**config.mk**
```make
export PLATFORM = sky130hd
export DESIGN_NAME = demux_8way_reg
export DESIGN_NICKNAME = d
export VERILOG_FILES = /design/src/rtl/demux_8way_reg.sv
export SDC_FILE = /design/constraint.sdc
export NUM_CORES = 1
export LEC_CHECK = 0
export CAP_MARGIN = 10
export CORE_ASPECT_RATIO = 1.75
export CORE_MARGIN = 2
export CORE_UTILIZATION = 45
export DETAILED_ROUTE_END_ITERATION = 6
export PLACE_DENSITY_LB_ADDON = 0.15
export RECOVER_POWER = 25
export SYNTH_ARGS = -nofsm -noshare
export SYNTH_HDL_FRONTEND = slang
export SYNTH_SLANG_ARGS = --single-unit
```
**constraint.sdc**
```tcl
create_clock -name clk -period 4.4 [get_ports clk]
set_clock_uncertainty 0.1 [all_clocks]
set_input_delay 0.66 -clock clk [delete_from_list [all_inputs] [get_ports clk]]
set_output_delay 0.66 -clock clk [all_outputs]
set_load 0.005 [all_outputs]
```
**src/rtl/demux_8way_reg.sv**
```systemverilog
// Eight-way registered demultiplexer: one single-entry buffer per output channel,
// valid/ready on the input side and per-channel valid/ready on the outputs.
module demux_8way_reg #(
  parameter int unsigned WIDTH = 8
) (
  input  logic             clk,
  input  logic             rst,
  input  logic [WIDTH-1:0] in_data,
  input  logic [2:0]       in_slct,
  input  logic             in_valid,
  output logic             in_ready,
  output logic [WIDTH-1:0] out_a,
  output logic [WIDTH-1:0] out_b,
  output logic [WIDTH-1:0] out_c,
  output logic [WIDTH-1:0] out_d,
  output logic [WIDTH-1:0] out_e,
  output logic [WIDTH-1:0] out_f,
  output logic [WIDTH-1:0] out_g,
  output logic [WIDTH-1:0] out_h,
  output logic [7:0]       out_valid,
  input  logic [7:0]       out_ready,
  output logic [3:0]       occupancy
);

  logic [WIDTH-1:0] data_q [8];
  logic [WIDTH-1:0] data_n [8];
  logic [7:0]       valid_q;
  logic [7:0]       valid_n;
  logic [3:0]       occ_q;
  logic [3:0]       occ_n;
  logic             accept;
  logic [7:0]       drain;
  logic [7:0]       load;

  // A full channel can still take a word if its consumer empties it this cycle.
  assign in_ready = ~rst & (~valid_q[in_slct] | out_ready[in_slct]);
  assign accept   = in_valid & in_ready;

  always_comb begin
    drain = '0;
    load  = '0;
    for (int unsigned i = 0; i < 8; i++) begin
      drain[i] = valid_q[i] & out_ready[i];
      load[i]  = accept & (in_slct == 3'(i));
    end
  end

  // Load wins over drain on the same channel; drained data is zeroed so the
  // output reads zero whenever the channel is empty.
  always_comb begin
    valid_n = valid_q;
    occ_n   = '0;
    for (int unsigned i = 0; i < 8; i++) begin
      data_n[i] = data_q[i];
      if (load[i]) begin
        data_n[i]  = in_data;
        valid_n[i] = 1'b1;
      end else if (drain[i]) begin
        data_n[i]  = '0;
        valid_n[i] = 1'b0;
      end
    end
    for (int unsigned i = 0; i < 8; i++) begin
      occ_n = occ_n + 4'(valid_n[i]);
    end
  end

  always_ff @(posedge clk) begin
    if (rst) begin
      valid_q <= '0;
      occ_q   <= '0;
      for (int unsigned i = 0; i < 8; i++) begin
        data_q[i] <= '0;
      end
    end else begin
      valid_q <= valid_n;
      occ_q   <= occ_n;
      for (int unsigned i = 0; i < 8; i++) begin
        data_q[i] <= data_n[i];
      end
    end
  end

  assign out_a     = data_q[0];
  assign out_b     = data_q[1];
  assign out_c     = data_q[2];
  assign out_d     = data_q[3];
  assign out_e     = data_q[4];
  assign out_f     = data_q[5];
  assign out_g     = data_q[6];
  assign out_h     = data_q[7];
  assign out_valid = valid_q;
  assign occupancy = occ_q;

endmodule

```
==> results.yml <==
routing:
  drt-vias-per-instance: 5.29
  total_number_of_vias: 2575
  first_pass_iters: 4
  drtAntennaViolNets: 0
  drc: 0
  drt_iter0_markers: 164
  average_routed_wire_per_standard_cell_um: 15.4
  postRouteWirelength_um: 7520
power:
  irDropWorstVdd_v: 0.000219
  power_frac_seq: 0.521
  static-leakage-power_nw: 1.64
  sw_frac_of_total: 0.219
  netSwitchingPower_uw: 295
  part_of_the_total_power_dissipated_in_the_clock_network: 0.400
  internal_power_mw: 1.05
  p_per_area_nw_per_um2: 325
  p_comb_frac: 0.079
placement:
  buffer_ports.inserted: 98
  gp_routability_congestion: 0.782
  dpl.hpwl_um: 5510
yosys:
  yosys.area.top_type: "sky130_fd_sc_hd__dfxtp_1"
  syn-instance-count: 300
  register_bit_count_reported_by_yosys: 76
  async_flop_share: 0
  netlist-cell-type-count: 34
  synthTopCellsByCount: "sky130_fd_sc_hd__dfxtp_1, sky130_fd_sc_hd__nand3_1, sky130_fd_sc_hd__o21ai_0"
  edff_count_synth: 0
  syn_area_um2: 2910
  netlist_top_cells_area: "sky130_fd_sc_hd__dfxtp_1, sky130_fd_sc_hd__nand3_1, sky130_fd_sc_hd__o21ai_0"
  synth_most_common_cell: "sky130_fd_sc_hd__dfxtp_1"
  post_synth.cell_area_avg_um2: 9.71
  synth_top_flop_cell: "sky130_fd_sc_hd__dfxtp_1"
  syn_nets: 329
  yosys_warnings: 0
  ys_seq_area_frac: 0.522
  synth.top_cell.area_share: 0.522
setup_path:
  worst_path_max_delay_cell: "sky130_fd_sc_hd__dlygate4sd3_1"
  reg2reg_from: "out_valid[3]"
  worst-endpoint-required_ns: 4.54
  critical_path_arrival_ns: 4.12
  cpMostUsedCell: "sky130_fd_sc_hd__fa_1"
  ff2ff_path_depth: 13
  crit_path_cell_trace: "dlygate4sd3_1 > nor3b_4 > nand4_4 > nand2_1 > fa_1 > inv_1 > fa_1 > fa_1 > inv_1 > ha_1 > inv_1 > fa_1 > xor2_1 > nor2_1"
  worst_path_largest_cell_delay_ns: 0.62
  setup.worst_path.class: "in -> reg"
  reg2reg_setup_slack_ns: 1.12
  cp_max_fo: 4
  start_kind: "primary input"
  critical_path.endpoint_type: "flip-flop"
  timing.rr.end: "occupancy[2]"
cells_and_area:
  fillers: 526
  ff_latch_area_um2: 1520
  nets_finish: 432
  drive_gt1_frac: 0.0786
  synthToLayoutAreaGrowth_pct: 42.5
  num_antenna_cells: 0
  multi_input_area_um2: 1270
flow_run:
  timing.max_cap.violations: 0
clock_network:
  numCtsBuffers: 9
  htreeDepth: 3
  cts_tree: "done"
  cts.repair.resized: 0
  clockRootBuffer: "sky130_fd_sc_hd__clkbuf_8"
  cts_hold_buf: 0
  clock_insertion_delay_worst_skew_ns: 0.35
  postCtsSetupRepairBufs: 0
  cts.sink_count: 76
  cts-root-to-sink-buffers: 2
  clk_transition_reported_paths_ns: 0.07
min_path:
  worst_hold_path.endpoint: "data_q[0][6]"
  whs_path_depth: 2
  hold_path.startpoint: "data_q[0][6]"
  min_path_type: "reg -> reg"
global_route:
  grt_antenna_before_repair: 0
  gr-total-overflow: 0
  grt_pass1_wl_um: 11600
  groute.usage.overall: 0.217
  maximum_number_of_pins_on_one_net_before_global_route_repair: 31
  grt_pass1_vias: 2372
die:
  die-area_um2: 7160
  ios: 99
  dieWidth_um: 64.8
  dieHeight_um: 110
  core_region_area_um2: 6230
  initial_core_util: 0.468
  rows: 38
timing:
  final.hold.worst_slack_ns: 0.365
  final_hold_viol_count: 0
  min_period_ns: 3.98
  setup_total_negative_slack_ns: 0
  maxSlewViolCount: 0
  timing_worst_slew_pin_value_ns: 0.651
  fmax_mhz: 251
  timing.slew.headroom: 0.566
  fin_crit_sh: 0.905
  setup_viol_count_final: 0
  rsz0062_at_grt: "no"
outcome:
  result_of_the_run: "finished, final reports clean"
cell families (layout without fill, tap and decap cells):
family	after synthesis	after routing	share of synthesized area
DFF	76	76	0.522
muxes	2	2	0.00730
and+or+nand+nor	112	112	0.241
AOI/OAI and AO/OA	82	82	0.143
adders and majority gates	7	7	0.0404
xor gates and xnor gates	1	1	0.00301
buffers and inverters	20	127	0.0429
worst max-delay path, delay by kind of cell:
| family | cells | cell delay, ns |
|---|---|---|
| and+or+nand+nor | 4 | 0.67 |
| xor gates and xnor gates | 1 | 0.14 |
| adders and majority gates | 5 | 1.83 |
| buffers and inverters | 4 | 0.83 |
through the flow:
stage           util  area, µm²  total power, mW  setup WS (ns)  std cells
6_report       0.667       4150             1.35          0.418        487
5_1_grt        0.667       4150             1.39          0.278        487
4_1_cts        0.667       4160             1.36          0.495        487
3_5_place_dp   0.635       3950            0.828          0.130        472
3_3_place_gp   0.635       3950            0.827          0.219        472
2_1_floorplan      -       2910            0.767          0.597        300
flip-flops by register name, summed over array words and instances (netlist names):
signal     flops
data_q        64
occupancy      4
out_valid      8
how the worst max path moves through the flow:
stage / from / end / slack (ns) / depth (start not counted)
3_3_place_gp: in_slct[2] / occupancy[2] / 0.22 / 14
2_1_floorplan: in_slct[1] / occupancy[2] / 0.60 / 15
6_report: in_slct[2] / occupancy[2] / 0.42 / 14
5_1_grt: in_slct[2] / occupancy[2] / 0.28 / 14
4_1_cts: in_slct[1] / occupancy[2] / 0.50 / 14
3_5_place_dp: in_slct[1] / occupancy[2] / 0.13 / 14
cell usage in the layout (no fill, tap or decap), types with 2 or more instances in the layout:
cell type / n
sky130_fd_sc_hd__clkbuf_1: 3
sky130_fd_sc_hd__clkdlybuf4s50_1: 62
sky130_fd_sc_hd__buf_4: 7
sky130_fd_sc_hd__dlygate4sd3_1: 36
sky130_fd_sc_hd__fa_1: 4
sky130_fd_sc_hd__nor2b_1: 3
sky130_fd_sc_hd__nand2b_1: 14
sky130_fd_sc_hd__nand4_4: 2
sky130_fd_sc_hd__o21ai_0: 61
sky130_fd_sc_hd__dfxtp_1: 76
sky130_fd_sc_hd__o21ai_1: 4
sky130_fd_sc_hd__ha_1: 3
sky130_fd_sc_hd__nand3b_4: 2
sky130_fd_sc_hd__inv_1: 6
sky130_fd_sc_hd__nand3_1: 64
sky130_fd_sc_hd__nand3_2: 3
sky130_fd_sc_hd__and2_1: 3
sky130_fd_sc_hd__nand2_1: 4
sky130_fd_sc_hd__clkbuf_8: 12
sky130_fd_sc_hd__a21oi_1: 15
sky130_fd_sc_hd__nor2_1: 7
sky130_fd_sc_hd__nand3b_1: 2
metal layers:
layer / up-vias / wire, µm / track usage / part of all wire
li1: 1268 / - / - / -
met1: 1218 / 3000 / 0.237 / 0.40
met2: 73 / 3930 / 0.372 / 0.52
met3: 16 / 371 / 0.0519 / 0.049
met4: 0 / 223 / 0.121 / 0.030
met5: - / 0 / 0 / 0
final cells by class:
class	instances	area share
Clock inverter	1	0.00723
Sequential cell	76	0.366
Clock buffer	14	0.0416
Multi-Input combinational cell	204	0.305
Tap cell	80	0.0241
Inverter	6	0.00542
Timing Repair Buffer	106	0.250
power by group through the flow:
| stage | combinational [mW] | clock [mW] | sequential, mW |
|---|---|---|---|
| finish | 0.107 | 0.539 | 0.702 |
| detailed placement | 0.109 | 0 | 0.718 |
| floorplan | 0.0485 | 0 | 0.719 |
| CTS | 0.110 | 0.548 | 0.703 |
| global placement | 0.109 | 0 | 0.718 |
| global route | 0.117 | 0.575 | 0.703 |
(Power assumes the default switching activity.)
